$ cat src/rtl/mux_arb_pkg.sv
// Shared definitions for the mux16 round-robin arbiter.
//   N_REQ        : number of requesters sharing the mux16 lane
//   SEL_W        : width of the mux16 select / owner index
//   HOLD_MAX_DEF : default hold-timeout limit (0 disables preemption)
//   arb_state_e  : arbiter FSM state encoding
package mux_arb_pkg;

   localparam int N_REQ        = 16;
   localparam int SEL_W        = 4;
   localparam int HOLD_MAX_DEF = 15;

   typedef enum logic {
      IDLE  = 1'b0,
      GRANT = 1'b1
   } arb_state_e;

endpackage : mux_arb_pkg

$ cat src/rtl/rr_pick16.sv
// Combinational rotate-priority find-first over 16 request bits.
// Scans upward from ptr, wrapping 15 -> 0, and reports the first set bit.
// Ports:
//   req      [15:0] in  : request vector
//   ptr      [3:0]  in  : index where the scan starts (highest priority)
//   mask_en         in  : when 1, req[mask_idx] is ignored
//   mask_idx [3:0]  in  : index to ignore (the current owner)
//   found           out : 1 when any unmasked request is set
//   idx      [3:0]  out : index of the winning request (0 when none)
module rr_pick16
   import mux_arb_pkg::*;
(
   input  logic [N_REQ-1:0] req,
   input  logic [SEL_W-1:0] ptr,
   input  logic             mask_en,
   input  logic [SEL_W-1:0] mask_idx,
   output logic             found,
   output logic [SEL_W-1:0] idx
);

   logic [N_REQ-1:0] req_m;
   logic [SEL_W-1:0] cand;

   always_comb begin
      req_m = req;
      if (mask_en) begin
         req_m[mask_idx] = 1'b0;
      end
      found = 1'b0;
      idx   = '0;
      cand  = '0;
      // Walk offsets from farthest to nearest so the nearest set bit
      // (lowest offset from ptr) is the last one written and wins.
      for (int k = N_REQ - 1; k >= 0; k--) begin
         cand = ptr + SEL_W'(k);
         if (req_m[cand]) begin
            found = 1'b1;
            idx   = cand;
         end
      end
   end

endmodule : rr_pick16

$ cat src/rtl/mux16_rr_arbiter.sv
// Round-robin arbiter sharing one mux16 bit-lane between 16 requesters.
// The registered owner index drives the mux16 select directly, so the
// select only ever changes on a clock edge. An optional hold timeout
// revokes the grant from an owner that keeps the lane while others wait.
// Ports:
//   clk              in  : clock, rising edge
//   rst_n            in  : synchronous active-low reset
//   req       [15:0] in  : request vector, held high for the whole ownership
//   sel       [3:0]  out : registered owner index (mux16 select)
//   gnt       [15:0] out : registered one-hot grant, zero when idle
//   gnt_valid        out : registered, equals |gnt
//   preempt          out : one-cycle pulse when a grant is revoked by timeout
//   dbg_state        out : current FSM state (IDLE=0, GRANT=1)
module mux16_rr_arbiter
   import mux_arb_pkg::*;
#(
   parameter int HOLD_MAX = HOLD_MAX_DEF,
   parameter int CNT_W    = 4
) (
   input  logic             clk,
   input  logic             rst_n,
   input  logic [N_REQ-1:0] req,
   output logic [SEL_W-1:0] sel,
   output logic [N_REQ-1:0] gnt,
   output logic             gnt_valid,
   output logic             preempt,
   output logic             dbg_state
);

   localparam logic [CNT_W-1:0] HOLD_LIM = CNT_W'(HOLD_MAX);
   localparam bit               HOLD_EN  = (HOLD_MAX != 0);

   arb_state_e       state_q, state_d;
   logic [SEL_W-1:0] sel_q, sel_d;
   logic [N_REQ-1:0] gnt_q, gnt_d;
   logic             gnt_valid_q, gnt_valid_d;
   logic             preempt_q, preempt_d;
   logic [SEL_W-1:0] ptr_q, ptr_d;
   logic [CNT_W-1:0] hold_q, hold_d;

   logic [SEL_W-1:0] pick_ptr;
   logic             pick_mask;
   logic             pick_found;
   logic [SEL_W-1:0] pick_idx;

   // While granting, the scan starts just past the owner and skips it, so
   // both release and timeout hand the lane to the next requester in order.
   // While idle, the scan starts at ptr with nothing masked.
   always_comb begin
      pick_mask = (state_q == GRANT);
      pick_ptr  = (state_q == GRANT) ? (sel_q + SEL_W'(1)) : ptr_q;
   end

   rr_pick16 u_pick (
      .req      (req),
      .ptr      (pick_ptr),
      .mask_en  (pick_mask),
      .mask_idx (sel_q),
      .found    (pick_found),
      .idx      (pick_idx)
   );

   always_comb begin
      state_d     = state_q;
      sel_d       = sel_q;
      gnt_d       = gnt_q;
      gnt_valid_d = gnt_valid_q;
      preempt_d   = 1'b0;
      ptr_d       = ptr_q;
      hold_d      = hold_q;

      unique case (state_q)
         IDLE: begin
            if (pick_found) begin
               state_d           = GRANT;
               sel_d             = pick_idx;
               gnt_d             = '0;
               gnt_d[pick_idx]   = 1'b1;
               gnt_valid_d       = 1'b1;
               ptr_d             = pick_idx + SEL_W'(1);
               hold_d            = '0;
            end
         end

         GRANT: begin
            if (!req[sel_q]) begin
               // Release takes priority over a coincident timeout.
               if (pick_found) begin
                  sel_d           = pick_idx;
                  gnt_d           = '0;
                  gnt_d[pick_idx] = 1'b1;
                  ptr_d           = pick_idx + SEL_W'(1);
                  hold_d          = '0;
               end else begin
                  // sel deliberately keeps the last owner.
                  state_d     = IDLE;
                  gnt_d       = '0;
                  gnt_valid_d = 1'b0;
                  hold_d      = '0;
               end
            end else if (HOLD_EN && (hold_q == HOLD_LIM) && pick_found) begin
               sel_d           = pick_idx;
               gnt_d           = '0;
               gnt_d[pick_idx] = 1'b1;
               ptr_d           = pick_idx + SEL_W'(1);
               hold_d          = '0;
               preempt_d       = 1'b1;
            end else if (HOLD_EN && (hold_q != HOLD_LIM)) begin
               // Saturates at the limit; stays there while nobody else waits.
               hold_d = hold_q + CNT_W'(1);
            end
         end

         default: begin
            state_d = IDLE;
         end
      endcase
   end

   always_ff @(posedge clk) begin
      if (!rst_n) begin
         state_q     <= IDLE;
         sel_q       <= '0;
         gnt_q       <= '0;
         gnt_valid_q <= 1'b0;
         preempt_q   <= 1'b0;
         ptr_q       <= '0;
         hold_q      <= '0;
      end else begin
         state_q     <= state_d;
         sel_q       <= sel_d;
         gnt_q       <= gnt_d;
         gnt_valid_q <= gnt_valid_d;
         preempt_q   <= preempt_d;
         ptr_q       <= ptr_d;
         hold_q      <= hold_d;
      end
   end

   assign sel       = sel_q;
   assign gnt       = gnt_q;
   assign gnt_valid = gnt_valid_q;
   assign preempt   = preempt_q;
   assign dbg_state = state_q;

endmodule : mux16_rr_arbiter
$ cat config.mk
export PLATFORM = sky130hd
export DESIGN_NAME = mux16_rr_arbiter
export DESIGN_NICKNAME = d
export VERILOG_FILES = /design/src/rtl/mux_arb_pkg.sv /design/src/rtl/rr_pick16.sv /design/src/rtl/mux16_rr_arbiter.sv
export SDC_FILE = /design/constraint.sdc
export NUM_CORES = 1
export LEC_CHECK = 0
export CELL_PAD_IN_SITES_DETAIL_PLACEMENT = 1
export CELL_PAD_IN_SITES_GLOBAL_PLACEMENT = 2
export CORE_MARGIN = 2
export CORE_UTILIZATION = 39
export CTS_CLUSTER_DIAMETER = 50
export DETAILED_ROUTE_END_ITERATION = 16
export GPL_ROUTABILITY_DRIVEN = 0
export HOLD_SLACK_MARGIN = 0.1
export PLACE_DENSITY = 0.86
export SETUP_SLACK_MARGIN = 0.1
export SLEW_MARGIN = 10
export SYNTH_ARGS = -nofsm -noshare
export SYNTH_HDL_FRONTEND = slang
export SYNTH_HIERARCHICAL = 1
export SYNTH_SLANG_ARGS = --single-unit
$ cat constraint.sdc
create_clock -name clk -period 17.13 [get_ports clk]
set_clock_uncertainty 0.2 [all_clocks]
set_input_delay 1.713 -clock clk [delete_from_list [all_inputs] [get_ports clk]]
set_output_delay 1.713 -clock clk [all_outputs]
set_load 0.01 [all_outputs]
==> metrics.md, run 1 <==
| Metric | Value |
|---|---|
| Worst r2r dst | `sel[3]` |
| EDFF count, synth | `0` |
| Gr ovfl total | `0` |
| Root Driver | `clkbuf_16` |
| All-Layer GR Usage | `29.6%` |
| Largest net degree at the start of global routing | `49` |
| Cts bufs inserted | `5` |
| Clk slew on worst S/H paths | `0.05 ns` |
| Ys flop type | `dfxtp_1` |
| Most frequent cells in the layout | `nand2_1, nor2_1, clkdlybuf4s50_1, o21ai_0, a21oi_1` |
| Actual slew at the worst max-slew pin | `approximately 1.1 ns` |
| Post-CTS Setup Repair Bufs | `0` |
| Tightest Hold Check Type | `flip-flop to flip-flop` |
| Slew Limit Headroom | `23.4%` |
| Synth warn | `6` |
| Syn_nets | `625` |
| Setup-failing EPs final | `0` |
| Die area | `13200 sq um` |
| Cell row count | `40` |
| Via density per instance | `about 7` |
| Layout cells sized above 1 | `between 10 and 15%` |
| Die boundary height | `115 microns` |
| Type of element capturing the critical path | `flip-flop` |
| Tcrit/Tclk final | `around two fifths` |
| Ant diodes | `0` |
| Post-synthesis sequential area ratio | `12.9%` |
| Final Hold Violating Endpoints | `0` |
| PortBufs | `40` |
| Cts repair resizes | `0` |
| Distinct cells, synth | `85` |
| Max-Cap Viols | `0` |
| Finished Layout Cells | `755` |
| Syn avg cell area | `8.08 sq um` |
| Total length of routed wires | `19000 microns` |
| #FFs+latches synth | `31` |
| Vias | `5260` |
| Starting Density | `39.9%` |
| Setup_tns | `0 ns` |
| Fmax | `0.139 GHz` |
| Final nets | `around 640` |
| Critical path startpoint | `dbg_state` |
| CTS Sinks | `31` |
| Min Tclk post-route | `7.18 ns` |
| CTS tree | `yes` |
| Fin. max-slew vios | `0` |
| Initial antenna violation count | `0` |
| Startpoint Class | `flip-flop` |
| Commonest non-fill, non-tap cell in the layout | `nand2_1` |
| Die Wd | `around 110 microns` |
| Routed len/inst | `25.2 microns` |
| Cells after Synth | `594` |
| Ys async rst share | `0%` |
| Reg-to-reg startpoint | `dbg_state` |
| Vias in the first global route | `5373` |
| DRC violations left | `0` |
| Status | `completed` |
| First-pass GRT wire length | `30500 microns` |
| R2r setup slk | `9.95 ns` |
| Maximum clock path buffer count | `2` |
| Worst setup endpoint | `sel[3]` |
| Required time of the critical path | `17.13 ns` |
| Final HPWL DP | `between 10000 and 15000 microns` |
| CTS H-tree depth | `2` |
| Area grow syn2layout | `12.6%` |
| R2R cell count | `15` |
| DR iter-0 viols | `424` |
| Crit path arrival time | `7.18 ns` |
| ANT nets after route | `0` |
| Kind of critical path | `flip-flop to flip-flop` |
| Placed instance count | `about 750` |
| Crit path max fanout | `36` |
| Post-Syn Area | `4800 sq um` |
| RSZ-0062 raised after global routing | `false` |
| Hold Buf Count CTS | `0` |
| Drt pass-1 iters | `5` |
| # IOs | `41` |
| Core box area | `around 12000 sq um` |
| Clk Latency, worst-skew pair | `between 0.2 and 0.3 ns` |
==> routing by layer <==
layer / vias to the layer above / GRT usage [%] / part of all wire (%)
met3: 42 / 6.27 / 8.4
li1: 2362 / - / -
met1: 2628 / 39.9 / 42
met2: 228 / 46.9 / 46
met4: 0 / 10.4 / 3.6
met5: - / 0 / 0
==> worst max-delay path, stage by stage (launching register included) <==
cell      delay, ns
dfxtp_1        0.88
inv_1          0.25
o21ai_2        0.17
buf_4          0.39
inv_1          0.50
ha_1           0.97
inv_1          0.46
mux4_2         0.60
mux2_2         0.29
a221oi_1       0.44
nor2_1         0.08
nand4_1        0.11
or4b_1         0.36
inv_1          0.25
nor3_4         0.85
mux2i_1        0.28
==> stage by stage <==
stage | hold slack [ns] | utilization (%) | worst slack [ns] | instance area (sq um)
detailed placement | 0.262 | 43.5 | 10.02 | 5230
CTS | 0.271 | 45.0 | 10.01 | 5400
global placement | 0.249 | 43.5 | 10.31 | 5230
floorplan | 0.232 | - | 11.49 | 4800
global route | 0.290 | 45.0 | 9.25 | 5400
finish | 0.264 | 45.0 | 9.95 | 5400
==> sequential cells by signal, summed over array words and instances (netlist names) <==
| name | count |
|---|---|
| preempt | 1 |
| gnt | 16 |
| sel | 4 |
| dbg_state | 1 |
| ptr_q | 4 |
| hold_q | 4 |
| gnt_valid | 1 |
==> cells by family (layout without fill, tap and decap cells) <==
| group | after synthesis | count (layout) | share of synthesized area [%] |
|---|---|---|---|
| and+or+nand+nor | 194 | 194 | 20.7 |
| AOI/OAI and AO/OA | 221 | 221 | 33.8 |
| buffers and inverters | 54 | 68 | 5.66 |
| xor gates and xnor gates | 21 | 21 | 3.83 |
| muxes | 60 | 60 | 19.7 |
| adders and majority gates | 13 | 13 | 3.39 |
| DFF | 31 | 31 | 12.9 |
==> synthesized netlist by cell type (all sizes together) (5+ instances only) <==
| master | n | area share (%) |
|---|---|---|
| a2111oi | 6 | 1.4 |
| a21boi | 6 | 0.94 |
| a21o | 5 | 0.78 |
| a21oi | 35 | 3.7 |
| a31oi | 7 | 0.91 |
| a32o | 18 | 3.8 |
| and2 | 8 | 1.0 |
| buf | 28 | 3.6 |
| clkbuf | 12 | 0.94 |
| dfxtp | 31 | 13 |
| ha | 13 | 3.4 |
| inv | 14 | 1.1 |
| mux2 | 11 | 2.6 |
| mux2i | 24 | 5.3 |
| mux4 | 25 | 12 |
| nand2 | 59 | 4.7 |
| nand2b | 11 | 1.6 |
| nand3 | 11 | 1.1 |
| nand4 | 10 | 1.3 |
| nor2 | 49 | 3.8 |
| nor2b | 7 | 0.91 |
| nor3 | 7 | 0.96 |
| o211a | 7 | 1.5 |
| o211ai | 29 | 4.5 |
| o21ai | 46 | 4.9 |
| o221ai | 6 | 1.1 |
| o22ai | 10 | 1.3 |
| or2 | 5 | 0.70 |
| xnor2 | 10 | 1.8 |
| xor2 | 11 | 2.0 |
==> worst min path at each step <==
stage | cells past startpoint | endpoint | from | slack (ns)
final | 1 | gnt[4] | gnt[4] | 0.26
after global routing | 1 | gnt[1] | gnt[1] | 0.29
after CTS | 1 | gnt[4] | gnt[4] | 0.27
after detailed placement | 1 | gnt[4] | gnt[4] | 0.26
after global placement | 2 | ptr_q[2] | ptr_q[2] | 0.25
after floorplan | 2 | ptr_q[1] | ptr_q[1] | 0.23
==> area by class of cell <==
class | count | area, sq um
clock buffer | 6 | 139
clock inverter | 2 | 35.0
fill | 1438 | 6610
inverter | 14 | 52.6
multi-input combinational | 509 | 3930
sequential | 31 | 621
tap | 147 | 184
timing repair buffer | 46 | 445
Power of run 1 is left out: the tool's default activity adds up to more than one toggle a clock period on the data nets, which glitch-free logic cannot reach.
==> run 2: changes to the inputs <==
--- a/config.mk
+++ b/config.mk
@@ -8,12 +8,12 @@
 export CELL_PAD_IN_SITES_DETAIL_PLACEMENT = 1
 export CELL_PAD_IN_SITES_GLOBAL_PLACEMENT = 2
 export CORE_MARGIN = 2
-export CORE_UTILIZATION = 39
+export CORE_UTILIZATION = 36
 export CTS_CLUSTER_DIAMETER = 50
 export DETAILED_ROUTE_END_ITERATION = 16
 export GPL_ROUTABILITY_DRIVEN = 0
 export HOLD_SLACK_MARGIN = 0.1
-export PLACE_DENSITY = 0.86
+export PLACE_DENSITY = 0.8
 export SETUP_SLACK_MARGIN = 0.1
 export SLEW_MARGIN = 10
 export SYNTH_ARGS = -nofsm -noshare
==> constraint.sdc (replaced) <==
create_clock -name clk -period 7.1 [get_ports clk]
set_clock_uncertainty 0.2 [all_clocks]
set_input_delay 0.71 -clock clk [delete_from_list [all_inputs] [get_ports clk]]
set_output_delay 0.71 -clock clk [all_outputs]
set_load 0.01 [all_outputs]
==> metrics.md, run 2 (synthesized netlist as in run 1, its figures left out) <==
| Metric | Value |
|---|---|
| Area grow syn2layout | `15.0%` |
| Hold worst-path end | `gnt[13]` |
| Fin. max-slew vios | `0 (unchanged)` |
| Vias | `5341 (+1.5%)` |
| Maximum clock path buffer count | `2 (unchanged)` |
| Max-Cap Viols | `0 (unchanged)` |
| Ant diodes | `0 (unchanged)` |
| Cts repair resizes | `0 (unchanged)` |
| Crit path max fanout | `17 (-53%)` |
| Reg-to-reg startpoint | `sel[0]` |
| First-pass GRT wire length | `30700 microns (+0.70%)` |
| Gate power share | `a little over four fifths` |
| DRC violations left | `0 (unchanged)` |
| Tcrit/Tclk final | `88.9% (+47 points)` |
| Clk Latency, worst-skew pair | `0.28 ns (about the same)` |
| DR iter-0 viols | `576 (+36%)` |
| Crit path buf inv count | `1 (-4)` |
| Switching pwr | `0.00190 W` |
| Most frequent cells in the layout | `nand2_1, nor2_1, clkdlybuf4s50_1, o21ai_0, a21oi_1` |
| Hold Buf Count CTS | `0 (unchanged)` |
| Slew Limit Headroom | `36.2% (+13 points)` |
| Starting Density | `36.5% (-3.4 points)` |
| Clk slew on worst S/H paths | `0.05 ns (about the same)` |
| Layout cells sized above 1 | `14.0% (+1.7 points)` |
| Via density per instance | `6.70 (-3.8%)` |
| Worst r2r dst | `gnt[3]` |
| Gr ovfl total | `0 (unchanged)` |
| P_int | `0.00146 W` |
| LEAKAGE | `1.99 nW` |
| Worst path depth | `14 (-1)` |
| Dpl ws | `0.942 ns (-9.08 ns)` |
| Critical path startpoint | `sel[0]` |
| # IOs | `41 (unchanged)` |
| Most used cell, CP | `ha_1` |
| Setup-failing EPs final | `0 (unchanged)` |
| Cell row count | `42 (+5.0%)` |
| Routed len/inst | `24.4 microns (-3.2%)` |
| Drt pass-1 iters | `6 (+1)` |
| Largest net degree at the start of global routing | `36 (-27%)` |
| Die Wd | `119 microns (+3.9%)` |
| Worst hold start | `gnt[13]` |
| Final Hold Violating Endpoints | `0 (unchanged)` |
| Fmax | `0.159 GHz (+14%)` |
| Critical-path cell list | `ha_1 > mux2_2 > inv_1 > ha_1 > xor2_1 > a2111oi_0 > o41ai_1 > o21ai_2 > or4_1 > a311oi_1 > o311ai_1 > a31oi_1 > nor2_1 > a32o_1` |
| Die area | `14300 sq um (+8.0%)` |
| Sw Ratio | `56.6%` |
| Post-CTS Setup Repair Bufs | `0 (unchanged)` |
| ANT nets after route | `0 (unchanged)` |
| Root Driver | `clkbuf_16` |
| Required time of the critical path | `7.07 ns (-10.06 ns)` |
| Part of the power in registers | `8.5%` |
| Total length of routed wires | `19400 microns (+2.1%)` |
| Setup_tns | `0 ns (unchanged)` |
| R2r setup slk | `0.79 ns (-9.16 ns)` |
| Cell area power density | `about 600 nW/um^2` |
| Vias in the first global route | `5392 (+0.35%)` |
| Max reg flops | `16 (unchanged)` |
| Min Tclk post-route | `6.31 ns (-0.872 ns)` |
| Placed instance count | `789 (+5.6%)` |
| Actual slew at the worst max-slew pin | `0.954 ns (-0.186 ns)` |
| Fill count | `1611 (+12%)` |
| Startpoint Class | `flip-flop` |
| Clock network power share | `6.7%` |
| Final HPWL DP | `14700 microns (+3.5%)` |
| R2R cell count | `14 (-1)` |
| Crit path arrival time | `6.28 ns (-0.90 ns)` |
| CTS Sinks | `31 (unchanged)` |
| Delay-heaviest family, CP | `compound AO/OA/AOI/OAI gates` |
| CTS tree | `yes` |
| Slowest stage delay, CP | `0.68 ns (-0.29 ns)` |
| PortBufs | `40 (unchanged)` |
| Final nets | `651 (+2.0%)` |
| RSZ-0062 raised after global routing | `false` |
| Final WS setup | `0.791 ns (-9.16 ns)` |
| Commonest non-fill, non-tap cell in the layout | `nand2_1` |
| VDD IR-drop max | `0.261 mV` |
| Kind of critical path | `flip-flop to flip-flop` |
| Initial antenna violation count | `0 (unchanged)` |
| Worst path slowest cell | `a31oi_1` |
| All-Layer GR Usage | `27.4% (-2.2 points)` |
| Status | `completed` |
| Die boundary height | `119 microns (+3.9%)` |
| CTS H-tree depth | `2 (unchanged)` |
| Hold path cells | `1 (unchanged)` |
| Core box area | `13100 sq um (+9.4%)` |
| Cts bufs inserted | `5 (unchanged)` |
| Finished Layout Cells | `797 (+5.6%)` |
| Tightest Hold Check Type | `flip-flop to flip-flop` |
| Type of element capturing the critical path | `flip-flop` |
-- run 2: layout make-up --
class	count	area, sq um	share of cell area [%]
inverters	14	52.6	0.952
multi-input cells	509	3930	71.1
well taps	176	220	3.99
flip-flops and latches	31	621	11.2
repair buffers	59	543	9.84
clock buffers	8	156	2.83
-- run 2: per-layer routing --
| layer | GRT usage (%) | vias up | share of wire, % | wire length [microns] |
|---|---|---|---|---|
| met5 | 1.84 | - | 0 | 0 |
| met4 | 8.90 | 0 | 3.1 | 599 |
| met3 | 4.74 | 37 | 8.4 | 1630 |
| met2 | 44.4 | 262 | 47 | 9060 |
| met1 | 36.7 | 2660 | 42 | 8140 |
| li1 | - | 2382 | - | - |
-- run 2: worst max path at each step --
stage | end | slack [ns]
2_1_floorplan | gnt[12] | 1.46
5_1_grt | ptr_q[3] | 0.31
4_1_cts | ptr_q[3] | 0.82
3_3_place_gp | ptr_q[3] | 1.00
3_5_place_dp | ptr_q[3] | 0.94
6_report | gnt[3] | 0.79
-- run 2: stage by stage --
| stage | area, sq um | total power, W | utilization (%) | hold slack (ns) |
|---|---|---|---|---|
| 2_1_floorplan | 4800 | 0.00225 | - | 0.232 |
| 3_3_place_gp | 5360 | 0.00300 | 40.8 | 0.256 |
| 3_5_place_dp | 5360 | 0.00305 | 40.8 | 0.258 |
| 4_1_cts | 5520 | 0.00331 | 42.0 | 0.276 |
| 5_1_grt | 5520 | 0.00360 | 42.0 | 0.304 |
| 6_report | 5520 | 0.00336 | 42.0 | 0.268 |
-- run 2: power groups by stage --
stage	Sequential [W]	Clock, W	Combinational (W)
finish	0.000286	0.000224	0.00285
global route	0.000297	0.000238	0.00307
CTS	0.000286	0.000230	0.00279
detailed placement	0.000288	0	0.00276
global placement	0.000284	0	0.00272
floorplan	0.000281	0	0.00196
Note: power is estimated with default switching activity, not from simulation.
==> run 3: changes to the inputs <==
--- a/config.mk
+++ b/config.mk
@@ -15,7 +15,6 @@
 export HOLD_SLACK_MARGIN = 0.1
 export PLACE_DENSITY = 0.8
 export SETUP_SLACK_MARGIN = 0.1
-export SLEW_MARGIN = 10
 export SYNTH_ARGS = -nofsm -noshare
 export SYNTH_HDL_FRONTEND = slang
 export SYNTH_HIERARCHICAL = 1
==> results of run 3 <==
No change in the layout: final DEF, timing and power equal those of run 2.
